`src/rtl/mips_pkg.sv`:
```
// rtl/mips_pkg.sv - shared MIPS opcode constants, hazard FSM states and helpers
//
// Contents:
//   OP_RTYPE/OP_LW/OP_SW/OP_BEQ/OP_BNE/OP_J : 6-bit primary opcodes
//   hz_state_t                              : front-end hazard FSM state encoding
//   uses_rt()                               : 1 when the opcode reads rt as a source
package mips_pkg;

    localparam logic [5:0] OP_RTYPE = 6'h00;
    localparam logic [5:0] OP_J     = 6'h02;
    localparam logic [5:0] OP_BEQ   = 6'h04;
    localparam logic [5:0] OP_BNE   = 6'h05;
    localparam logic [5:0] OP_LW    = 6'h23;
    localparam logic [5:0] OP_SW    = 6'h2b;

    typedef enum logic [1:0] {
        HZ_RUN       = 2'd0,
        HZ_LU_STALL  = 2'd1,
        HZ_FLUSH     = 2'd2,
        HZ_IMEM_WAIT = 2'd3
    } hz_state_t;

    // rt is a source for R-type ALU ops, both compare-branches and the store data.
    function automatic logic uses_rt(input logic [5:0] opcode);
        return (opcode == OP_RTYPE) || (opcode == OP_BEQ) ||
               (opcode == OP_BNE)   || (opcode == OP_SW);
    endfunction

endpackage

```
`src/rtl/load_use_detect.sv`:
```
// rtl/load_use_detect.sv - combinational load-use hazard detector
//
// Ports:
//   id_opcode/id_rs/id_rt : instruction held in IF/ID
//   ex_memread/ex_rt      : load currently in EX and its destination
//   load_use              : IF/ID instruction needs the loaded value next cycle
module load_use_detect
    import mips_pkg::*;
(
    input  logic [5:0] id_opcode,
    input  logic [4:0] id_rs,
    input  logic [4:0] id_rt,
    input  logic       ex_memread,
    input  logic [4:0] ex_rt,
    output logic       load_use
);

    // $0 is hardwired, so a load targeting it can never create a dependency.
    assign load_use = ex_memread && (ex_rt != 5'd0) &&
                      ((ex_rt == id_rs) || ((ex_rt == id_rt) && uses_rt(id_opcode)));

endmodule

```
`src/rtl/hazard_ctrl.sv`:
```
// rtl/hazard_ctrl.sv - front-end hazard sequencer for PC and IF/ID register
//
// Parameters: FLUSH_CYCLES (1..7), IMEM_TIMEOUT (1..65535), CNT_W (perf counter width)
// Ports:
//   reloj, reset                    : clock, async active-high reset
//   id_opcode/id_rs/id_rt           : IF/ID instruction fields
//   ex_memread/ex_rt                : load in EX
//   branch_taken, id_jump           : control-flow redirects
//   imem_ready                      : instruction memory data valid
//   pc_enable/enableIF/resetIF      : PC write, IF/ID load, IF/ID squash
//   flush_idex                      : bubble into ID/EX
//   imem_err                        : sticky imem wait timeout
//   state_o                         : FSM state (debug)
//   stall_cnt/flush_cnt             : perf counters, only with HAZ_PERF_CNT_EN defined
module hazard_ctrl
    import mips_pkg::*;
#(
    parameter int FLUSH_CYCLES = 1,
    parameter int IMEM_TIMEOUT = 255,
    parameter int CNT_W        = 16
) (
    input  logic       reloj,
    input  logic       reset,
    input  logic [5:0] id_opcode,
    input  logic [4:0] id_rs,
    input  logic [4:0] id_rt,
    input  logic       ex_memread,
    input  logic [4:0] ex_rt,
    input  logic       branch_taken,
    input  logic       id_jump,
    input  logic       imem_ready,
    output logic       pc_enable,
    output logic       enableIF,
    output logic       resetIF,
    output logic       flush_idex,
    output logic       imem_err,
    output logic [1:0] state_o
`ifdef HAZ_PERF_CNT_EN
    ,
    output logic [CNT_W-1:0] stall_cnt,
    output logic [CNT_W-1:0] flush_cnt
`endif
);

    localparam logic [2:0]  FLUSH_LOAD = 3'(FLUSH_CYCLES - 1);
    localparam logic [15:0] TIMEOUT_W  = 16'(IMEM_TIMEOUT);

    if (FLUSH_CYCLES < 1 || FLUSH_CYCLES > 7) begin : g_bad_flush
        $error("hazard_ctrl: FLUSH_CYCLES out of range");
    end
    if (IMEM_TIMEOUT < 1 || IMEM_TIMEOUT > 65535) begin : g_bad_timeout
        $error("hazard_ctrl: IMEM_TIMEOUT out of range");
    end
    if (CNT_W < 1) begin : g_bad_cnt_w
        $error("hazard_ctrl: CNT_W must be positive");
    end

    hz_state_t   state_q, state_d;
    logic [2:0]  fcnt_q, fcnt_d;
    logic [15:0] wcnt_q, wcnt_d;
    logic        err_q, err_d;
    logic        load_use;
    logic        lu_live;

    load_use_detect u_lud (
        .id_opcode  (id_opcode),
        .id_rs      (id_rs),
        .id_rt      (id_rt),
        .ex_memread (ex_memread),
        .ex_rt      (ex_rt),
        .load_use   (load_use)
    );

    // After one stall cycle the load has left EX, so only RUN acts on load_use.
    assign lu_live = load_use && (state_q == HZ_RUN);

    always_ff @(posedge reloj or posedge reset) begin
        if (reset) begin
            state_q <= HZ_RUN;
            fcnt_q  <= 3'd0;
            wcnt_q  <= 16'd0;
            err_q   <= 1'b0;
        end else begin
            state_q <= state_d;
            fcnt_q  <= fcnt_d;
            wcnt_q  <= wcnt_d;
            err_q   <= err_d;
        end
    end

    always_comb begin
        state_d = state_q;
        fcnt_d  = fcnt_q;
        wcnt_d  = 16'd0;
        err_d   = err_q;
        if (branch_taken) begin
            // A taken branch overrides everything, including an imem wait.
            fcnt_d  = FLUSH_LOAD;
            state_d = (FLUSH_CYCLES > 1) ? HZ_FLUSH : HZ_RUN;
        end else begin
            case (state_q)
                HZ_FLUSH: begin
                    if (fcnt_q <= 3'd1) begin
                        fcnt_d  = 3'd0;
                        state_d = HZ_RUN;
                    end else begin
                        fcnt_d = fcnt_q - 3'd1;
                    end
                end
                HZ_IMEM_WAIT: begin
                    if (imem_ready) begin
                        state_d = HZ_RUN;
                    end else begin
                        // Saturate so a long stall cannot wrap back under the limit.
                        wcnt_d = (wcnt_q == TIMEOUT_W) ? wcnt_q : wcnt_q + 16'd1;
                    end
                end
                default: begin
                    if (lu_live) begin
                        state_d = HZ_LU_STALL;
                    end else if (id_jump) begin
                        state_d = HZ_RUN;
                    end else if (!imem_ready) begin
                        state_d = HZ_IMEM_WAIT;
                        wcnt_d  = 16'd1;
                    end else begin
                        state_d = HZ_RUN;
                    end
                end
            endcase
        end
        if (wcnt_d == TIMEOUT_W) begin
            err_d = 1'b1;
        end
    end

    // FLUSH never looks at id_* so no combinational id path exists in that state.
    always_comb begin
        pc_enable  = 1'b1;
        enableIF   = 1'b1;
        resetIF    = 1'b0;
        flush_idex = 1'b0;
        if (reset) begin
            pc_enable  = 1'b0;
            enableIF   = 1'b0;
            resetIF    = 1'b1;
            flush_idex = 1'b1;
        end else if (state_q == HZ_FLUSH || branch_taken) begin
            resetIF    = 1'b1;
            flush_idex = 1'b1;
        end else if (state_q == HZ_IMEM_WAIT) begin
            pc_enable = imem_ready;
            enableIF  = imem_ready;
        end else if (lu_live) begin
            pc_enable  = 1'b0;
            enableIF   = 1'b0;
            flush_idex = 1'b1;
        end else if (id_jump) begin
            resetIF = 1'b1;
        end else if (!imem_ready) begin
            pc_enable = 1'b0;
            enableIF  = 1'b0;
        end
    end

    assign imem_err = err_q;
    assign state_o  = state_q;

`ifdef HAZ_PERF_CNT_EN
    logic [CNT_W-1:0] stall_cnt_q, stall_cnt_d;
    logic [CNT_W-1:0] flush_cnt_q, flush_cnt_d;

    always_comb begin
        stall_cnt_d = stall_cnt_q;
        flush_cnt_d = flush_cnt_q;
        if (!pc_enable && (stall_cnt_q != {CNT_W{1'b1}})) begin
            stall_cnt_d = stall_cnt_q + CNT_W'(1);
        end
        if (resetIF && (flush_cnt_q != {CNT_W{1'b1}})) begin
            flush_cnt_d = flush_cnt_q + CNT_W'(1);
        end
    end

    always_ff @(posedge reloj or posedge reset) begin
        if (reset) begin
            stall_cnt_q <= '0;
            flush_cnt_q <= '0;
        end else begin
            stall_cnt_q <= stall_cnt_d;
            flush_cnt_q <= flush_cnt_d;
        end
    end

    assign stall_cnt = stall_cnt_q;
    assign flush_cnt = flush_cnt_q;
`endif

endmodule

```
`config.mk`:
```
export PLATFORM = sky130hd
export DESIGN_NAME = hazard_ctrl
export DESIGN_NICKNAME = d
export VERILOG_FILES = /design/src/rtl/mips_pkg.sv /design/src/rtl/load_use_detect.sv /design/src/rtl/hazard_ctrl.sv
export SDC_FILE = /design/constraint.sdc
export NUM_CORES = 1
export LEC_CHECK = 0
export ABC_AREA = 1
export ABC_CLOCK_PERIOD_IN_PS = 1690
export CORE_UTILIZATION = 46
export DETAILED_ROUTE_END_ITERATION = 12
export HOLD_SLACK_MARGIN = 0.1
export MAX_ROUTING_LAYER = met4
export PLACE_DENSITY = 0.85
export SYNTH_ARGS = -nofsm -noshare
export SYNTH_HDL_FRONTEND = slang
export SYNTH_SLANG_ARGS = --single-unit
```
`constraint.sdc`:
```
create_clock -name reloj -period 1.69 [get_ports reloj]
set_input_delay 0.338 -clock reloj [delete_from_list [all_inputs] [get_ports reloj]]
set_output_delay 0.338 -clock reloj [all_outputs]
set_load 0.02 [all_outputs]
```
==> reports/qor.yml, run 1 <==
final_layout:
  antenna_cells: 0
  final_nets: 344
  fillers: 189
  fin_area_um2: 2430
  syn2layout_area_growth_pct: 55.9
  multi_input_area_um2: 991
  drive_above_1_share_pct: 34.7
  seq_area_um2: 553
clock_network:
  htree_levels: 1
  clk_latency_ps: 330
  clockRootBuffer: "clkbuf_4"
  cts_inserted_buffers: 3
  cts_tree: "done"
  ctsHoldBuffers: 0
  clockBufferDepth: 2
  cts_sinks: 22
  clk_pin_slew_ps: 140
worst_setup_path:
  path_max_fanout: 3
  worst_setup_path_start_kind: "input pin"
  cp.required_ps: 1350
  reg2reg_slack_ps: -160
  r2r_start: "wcnt_q[0]"
  critical_path_arrival_ps: 1630
  cp-end-kind: "output pin"
  slowest_stage: "clkdlybuf4s15_2"
  cp_top_family: "simple AND/OR/NAND/NOR gates"
  critPathKind: "input pin to output pin"
  crit_buf_inv: 2
  max_stage_delay_ps: 220
  timing.rr.end: "imem_err"
  ff2ff_path_depth: 13
  critical_path.most_common_cell: "nand2_2"
  crit_chain: "clkdlybuf4s15_2 > xnor2_2 > nand3_2 > o21ai_2 > nand2_2 > nand2_2 > nand2_2 > o21ai_2 > nor2_2 > buf_6"
timing:
  worstMarginPinSlew_ps: 395
  fmax_ghz: 0.509
  finalSetupTns_ps: -1040
  min_period_over_period_pct: 116
  final_max_slew_viol_count: 0
  rsz0062_at_grt: "yes"
  relSlewSlack_pct: 73.5
  hold_viol: 0
  setup_viol: 5
  skew_ps: 5.89
  setup_slack_ps: -275
  fin_crit_ps: 1970
floorplan:
  dieArea_um2: 3630
  rows: 20
  die_y_um: 60.3
  core_um2: 3130
  start_util_pct: 49.9
  io_pins: 34
  die_w_um: 60.3
logic_synthesis:
  synth_area_per_cell_um2: 6.56
  yosysUniqueCellTypes: 27
  ys_top_cells_by_area: "dfrtp_1, nand2_1, inv_1"
  yosys-top-cells-count: "nand2_1, inv_1, nor2_1, nand3_1, dfrtp_1"
  synth_cells: 238
  syn_nets: 267
  synth.most_common_cell: "nand2_1"
  ys.flop_type: "dfrtp_1"
  async_flop_share_pct: 100
  yosysTopAreaCell: "dfrtp_1"
  synth-edff-count: 0
  ys_seq_elements: 22
  ys_warn_count: 0
  synth_area_um2: 1560
  yosysTopAreaCellShare_pct: 35.3
  seq_area_frac_synth_pct: 35.3
drt:
  drc: 0
  ant_nets: 0
  via_per_inst: 5.36
  vias: 1918
  drt_wl_total_um: 5490
  wl_per_cell_um: 15.3
  detail_route.iter0.violations: 140
  dr.pass1.iters: 6
power:
  vdd_drop_max_mv: 0.489
  power_density_nw_per_um2: 481
  p_leak_nw: 1.25
global_routing:
  grt_pass1_vias: 1741
  overflow: 0
  grt_pass1_wl_um: 7340
  track_usage_pct: 28.1
  antenna_found_initial: 0
  grt_max_degree: 14
place:
  place_ws_ps: -954
  gp_congestion: 0.940
  io_buffer_count: 33
  hpwl_um: 3170
  postPlaceCellArea_um2: 2170
outcome:
  failed_checks: "setup timing"
  status: "finished, violations left"
run:
  maxCapViolCount: 0
hold_path:
  min_path_type: "input pin to async pin"
==> worst max-delay path by stage <==
stage / start / end / cells past startpoint
6_report: id_rt[3] / pc_enable / 10
5_1_grt: id_rs[3] / pc_enable / 11
2_1_floorplan: ex_rt[1] / pc_enable / 10
3_5_place_dp: ex_rt[1] / pc_enable / 11
3_3_place_gp: ex_rt[1] / pc_enable / 11
4_1_cts: state_o[1] / pc_enable / 9
==> through the flow <==
step	power [mW]	utilization (%)	hold slack [ps]	std cells
6_report	1.17	77.8	445	358
5_1_grt	1.20	77.8	473	358
3_3_place_gp	0.727	69.4	451	344
3_5_place_dp	0.734	69.4	487	344
2_1_floorplan	0.614	-	345	238
4_1_cts	1.14	74.6	423	357
==> worst register-to-register path, cell delays in order, from the launching register on <==
cell and delay [ps]:
dfrtp_1 390, ha_2 230, nand3_4 90, nor2_4 170, buf_6 140, nand2_1 70, nand2_1 80, inv_1 60
nor2_1 180, nor2_1 70, nand3_1 100, nor2_1 60, nand2_1 80, nand2_1 50
==> logic make-up after synthesis <==
logic type / after synthesis / synth area share (%)
simple gates: 144 / 41.1
buf+inv: 48 / 12.3
flops: 22 / 35.3
compound gates: 12 / 4.09
xor+xnor: 10 / 5.61
fa+ha+maj: 2 / 1.60
==> cells in the final DEF (no fill, tap or decap), drive strengths merged, types with 2 or more instances in the layout <==
master,count
a21oi,3
buf,55
clkbuf,4
clkdlybuf4s15,9
clkdlybuf4s50,5
dfrtp,22
dlygate4sd2,3
ha,2
inv,45
nand2,59
nand3,33
nand4,3
nor2,38
nor3,9
o21ai,7
or2,2
xnor2,6
xor2,4
==> routing by layer <==
layer  GRT usage [%]  share of wire [%]  vias to the layer above
met5               -                  0                        -
met1            32.3                 39                      886
li1                -                  -                      891
met4            11.3                4.9                        0
met2            47.1                 49                      109
met3            6.06                6.7                       32
==> power breakdown <==
part           internal (mW)  switching, mW  total (mW)
logic                  0.106          0.104       0.211
registers              0.530        0.00242       0.532
clock network          0.240          0.188       0.428
==> registers in the layout, indices dropped and copies added, names as in the netlist <==
name	count
imem_err	1
fcnt_q	3
wcnt_q	16
state_o	2
==> what timing repair did <==
item,4_1_cts,5_1_grt
gates cloned,1,0
setup endpoints to repair,8,8
resized for setup,108,33
pin swaps,36,21
buffers inserted,9,2
==> area by class of cell <==
type / count / area share [%]
Clock inverter: 1 / 1.23
Inverter: 45 / 7.04
Clock buffer: 3 / 0.925
Timing Repair Buffer: 74 / 25.1
Multi-Input combinational cell: 169 / 40.7
Sequential cell: 22 / 22.7
Tap cell: 44 / 2.26
(Power assumes the default switching activity.)
==> run 2, diff against run 1 <==
Settings changed: ABC_CLOCK_PERIOD_IN_PS 1690 to 1900, CORE_UTILIZATION 46 to 48.
Clock period 1.69 ns to 1.9 ns, I/O delays scaled along.
==> run 2 against run 1 <==
  * The flow still finishes with violations (setup timing)
  * Global-route usage decreased by 2.8 points
  * Wire length decreased by 23%
  * Setup slack improved by 220 ps
  * Highest routed layer unchanged
  * Register-to-register slack improved by 230 ps
  * Utilization decreased by 6.0 points
  * Critical endpoint is now enableIF
  * Clock-buffer cell count unchanged
  * Critical path depth decreased by 3
==> reports/qor.yml, run 2 (synthesis gave the netlist of run 1 again) <==
floorplan:
  die_w_um: 59.0
  io_pins: 34
  core_um2: 3080
  dieArea_um2: 3490
  start_util_pct: 50.7
  die_y_um: 59.0
  rows: 20
clock_network:
  clockBufferDepth: 2
  htree_levels: 1
  cts_inserted_buffers: 3
  clk_latency_ps: 310
  clk_pin_slew_ps: 130
  clockRootBuffer: "clkbuf_4"
  cts_sinks: 22
  cts_tree: "done"
worst_setup_path:
  critical_path_arrival_ps: 1570
  cp.required_ps: 1520
  path_max_fanout: 2
  startpoint: "imem_ready"
  max_stage_delay_ps: 430
  r2r_start: "wcnt_q[1]"
  cp_top_family: "buffers and inverters"
  worst_setup_path_start_kind: "input pin"
  worst-path-stages: 7
  reg2reg_slack_ps: 70
  ff2ff_path_depth: 13
  crit_buf_inv: 2
  endpoint: "enableIF"
  cp-end-kind: "output pin"
  slowest_stage: "clkdlybuf4s50_1"
  crit_chain: "clkdlybuf4s50_1 > or2_4 > nand2_1 > nand2_2 > o21ai_2 > nor2_2 > buf_6"
  timing.rr.end: "imem_err"
  critPathKind: "input pin to output pin"
drt:
  via_per_inst: 5.12
  vias: 1747
  ant_nets: 0
  wl_per_cell_um: 12.4
  drt_wl_total_um: 4220
  detail_route.iter0.violations: 93
  drc: 0
  dr.pass1.iters: 5
power:
  p_clk_share_pct: 35.7
  switchingPower_mw: 0.234
  power_density_nw_per_um2: 456
  swShare_pct: 23.2
  seqPwrFrac_pct: 47.0
  finalPower_mw: 1.01
  vdd_drop_max_mv: 0.594
  combPwrFrac_pct: 17.3
  intPower_mw: 0.775
  p_leak_nw: 1.13
timing:
  relSlewSlack_pct: 84.3
  hold_viol: 0
  setup_viol: 2
  worstMarginPinSlew_ps: 234
  finalSetupTns_ps: -109
  setup_slack_ps: -54.6
  rsz0062_at_grt: "yes"
  fmax_ghz: 0.512
  skew_ps: 1.58
  min_period_over_period_pct: 103
  fin_crit_ps: 1950
  final_max_slew_viol_count: 0
final_layout:
  antenna_cells: 0
  largest-register: "wcnt_q"
  drive_above_1_share_pct: 29.6
  final_nets: 327
  final_common_cell: "nand2_1"
  fin_cells: 341
  fillers: 250
  largest_reg_flops: 16
  final_util_pct: 71.9
  seq_area_um2: 552
  mostFrequentLayoutCells: "nand2_1, inv_1, nand3_1, nor2_1, buf_4"
  multi_input_area_um2: 926
  syn2layout_area_growth_pct: 41.7
run:
  maxCapViolCount: 0
place:
  io_buffer_count: 33
  place_ws_ps: -849
  gp_congestion: 0.881
  hpwl_um: 3050
  dpl.cell_count: 331
global_routing:
  track_usage_pct: 25.3
  grt_pass1_vias: 1632
  overflow: 0
  antenna_found_initial: 0
  grt_max_degree: 15
  grt_pass1_wl_um: 6500
outcome:
  failed_checks: "setup timing"
  status: "finished, violations left"
hold_path:
  min_path_type: "input pin to async pin"
[run 2: cell types whose count changed in the layout (fill, tap and decap cells not counted), sizes merged]
cell and change:
buf -12, clkdlybuf4s15 -6, clkbuf +2, clkdlybuf4s50 +2, dlygate4sd2 -2, nand2 -1
[run 2: tightest hold or removal path, stage by stage]
cell	delay, ps
clkdlybuf4s50_1	430
inv_1	130
buf_4	220
[run 2: through the flow]
step	hold slack [ps]	cell area, µm²
after floorplan	387	1560
after global placement	452	2070
after detailed placement	488	2070
after CTS	463	2100
after global routing	483	2210
final	487	2210
[run 2: per-layer routing]
layer | wire length [µm] | up-vias | global-route usage [%]
met5 | 0 | - | -
met4 | 52 | 0 | 6.12
met3 | 180 | 6 | 2.18
met2 | 2380 | 43 | 48.7
met1 | 1620 | 843 | 27.9
li1 | - | 855 | -
[run 2: layout make-up]
class	instances	share of cell area, %
clock inverter	1	1.36
clock buffer	3	1.02
tap	44	2.49
multi-input combinational	168	41.9
inverter	45	7.75
sequential	22	24.9
timing repair buffer	58	20.6
[run 2: timing repair]
action | 4_1_cts | 5_1_grt
buffers inserted | 2 | 4
endpoints found under the setup margin | 5 | 5
gates resized for setup | 100 | 33
hold buffers | 0 | 0
cloned | 0 | 0
pin swaps | 26 | 16
[run 2: worst min path at each step]
stage,to,startpoint,cells past startpoint
2_1_floorplan,fcnt_q[0],reset,1
3_3_place_gp,imem_err,imem_err,2
3_5_place_dp,imem_err,imem_err,2
4_1_cts,fcnt_q[0],reset,3
5_1_grt,wcnt_q[7],reset,3
6_report,fcnt_q[0],reset,3
[run 2: power groups by stage]
stage | Combinational (mW) | Clock, mW | Sequential, mW
finish | 0.175 | 0.361 | 0.474
detailed placement | 0.166 | 0 | 0.482
CTS | 0.158 | 0.365 | 0.474
floorplan | 0.0591 | 0 | 0.486
global placement | 0.161 | 0 | 0.482
global route | 0.188 | 0.387 | 0.475
==> run 3, diff against run 2 <==
Settings changed: ABC_CLOCK_PERIOD_IN_PS 1900 to 2100.
Clock period 1.9 ns to 2.1 ns, I/O delays scaled along.
==> run 3 against run 2 <==
  * The run now ends clean
  * Via count fell by 7.7%
  * Combinational power fell by 27%
  * Non-clock buffer count fell by 14
  * Worst hold slack improved by 10 ps
  * Clock-buffer cell count did not move
  * Setup slack improved by 110 ps
  * Utilization fell by 6.6 points
  * Flip-flop and latch count did not move
  * Clock skew rose by 2.5 ps
  * Wire length fell by 14%
  * Sequential power fell by 9.3%
  * Sequential share of layout area rose by 2.5 points
==> reports/qor.yml, run 3 (synthesis gave the netlist of run 1 again) <==
floorplan:
  start_util_pct: 50.7
  rows: 20
  die_y_um: 59.0
  die_w_um: 59.0
  dieArea_um2: 3490
  io_pins: 34
  core_um2: 3080
place:
  hpwl_um: 2850
  gp_congestion: 0.857
  dpl.cell_count: 322
  io_buffer_count: 33
  place_ws_ps: -703
drt:
  dr.pass1.iters: 4
  wl_per_cell_um: 11.2
  drc: 0
  detail_route.iter0.violations: 77
  vias: 1613
  drt_wl_total_um: 3650
  via_per_inst: 4.93
  ant_nets: 0
worst_setup_path:
  crit_buf_inv: 2
  cp-end-kind: "output pin"
  critical_path.most_common_cell: "nand2_1"
  r2r_start: "wcnt_q[1]"
  max_stage_delay_ps: 420
  worst_setup_path_start_kind: "input pin"
  crit_chain: "clkdlybuf4s50_1 > or2_2 > nand2_1 > nand2_1 > o21ai_2 > nor2_1 > buf_4"
  critical_path_arrival_ps: 1630
  path_max_fanout: 2
  critPathKind: "input pin to output pin"
  cp.required_ps: 1680
  cp_top_family: "buffers and inverters"
  startpoint: "imem_ready"
  slowest_stage: "clkdlybuf4s50_1"
final_layout:
  fillers: 286
  multi_input_area_um2: 836
  largest_reg_flops: 16
  antenna_cells: 0
  seq_area_um2: 552
  fin_cells: 327
  final_common_cell: "nand2_1"
  final_nets: 313
  mostFrequentLayoutCells: "nand2_1, inv_1, nor2_1, nand3_1, dfrtp_1"
  syn2layout_area_growth_pct: 28.7
  largest-register: "wcnt_q"
  drive_above_1_share_pct: 16.6
  final_util_pct: 65.3
clock_network:
  cts_sinks: 22
  ctsHoldBuffers: 0
  clk_pin_slew_ps: 130
  clockRootBuffer: "clkbuf_4"
  clockBufferDepth: 2
  htree_levels: 1
  cts_tree: "done"
  cts_inserted_buffers: 3
  clk_latency_ps: 310
timing:
  worstMarginPinSlew_ps: 294
  hold_viol: 0
  rsz0062_at_grt: "yes"
  final_max_slew_viol_count: 0
  fmax_ghz: 0.488
  fin_crit_ps: 2050
  finalSetupTns_ps: 0
  setup_slack_ps: 52.1
  relSlewSlack_pct: 80.3
  min_period_over_period_pct: 97.5
  skew_ps: 4.06
  setup_viol: 0
global_routing:
  grt_max_degree: 15
  overflow: 0
  grt_pass1_wl_um: 6290
  grt_pass1_vias: 1502
  antenna_found_initial: 0
  track_usage_pct: 24.1
power:
  p_leak_nw: 1.04
  vdd_drop_max_mv: 0.536
  power_density_nw_per_um2: 439
run:
  maxCapViolCount: 0
hold_path:
  min_path_type: "input pin to async pin"
outcome:
  status: "complete, no violations"
## run 3: cell types whose count changed in the layout (fill, tap and decap cells not counted), sizes merged
cell,before,now
clkbuf,6,11
clkdlybuf4s15,3,6
clkdlybuf4s50,7,8
dlymetal6s2s,1,0
dlygate4sd2,1,4
buf,43,18
## run 3: power by group
group,switching [mW],internal [mW]
Sequential,0.00367,0.426
Clock,0.133,0.193
Combinational,0.0602,0.0665
Total,0.197,0.686
## run 3: what timing repair did
action,4_1_cts,5_1_grt
pin swaps,20,20
gates resized for setup,57,22
buffers inserted,0,1
setup endpoints to repair,4,6
gates cloned,0,0
## run 3: layer usage
layer	share of wire, %	GRT usage [%]	vias to the layer above
li1	-	-	828
met1	45	30.7	731
met3	4.6	5.24	8
met5	0	-	-
met2	49	39.4	46
met4	1.6	5.10	0
## run 3: stage by stage
| step | power [mW] | hold slack (ps) | instance area (µm²) |
|---|---|---|---|
| floorplan | 0.493 | 427 | 1560 |
| global placement | 0.578 | 454 | 2000 |
| detailed placement | 0.580 | 474 | 2000 |
| CTS | 0.886 | 504 | 2010 |
| global route | 0.915 | 524 | 2010 |
| finish | 0.883 | 497 | 2010 |
## run 3: cell type report
class / count / area share [%]
Inverter: 45 / 8.41
Sequential cell: 22 / 27.5
Tap cell: 44 / 2.74
Timing Repair Buffer: 44 / 17.2
Clock inverter: 1 / 1.49
Clock buffer: 3 / 1.12
Multi-Input combinational cell: 168 / 41.6
## run 3: final timing paths
check,slack (ps),to,cells past startpoint
min,500,fcnt_q[0],3
max in group asynchronous,1450,wcnt_q[0],3
max,50,enableIF,7
max reg2reg,210,imem_err,13
min reg2reg,500,imem_err,2
min in group reloj,500,imem_err,2
## run 3: worst reg2reg max path, cell delays in order, from the launching register on
cell	delay (ps)
dfrtp_1	430
ha_2	260
nand3_2	110
nor2_4	200
nand2_4	130
nand3_1	100
nand2_1	50
nor2_1	110
nand2_1	70
nor2_1	90
nand2_1	70
nor2_1	110
nand2_1	60
nand2_1	60
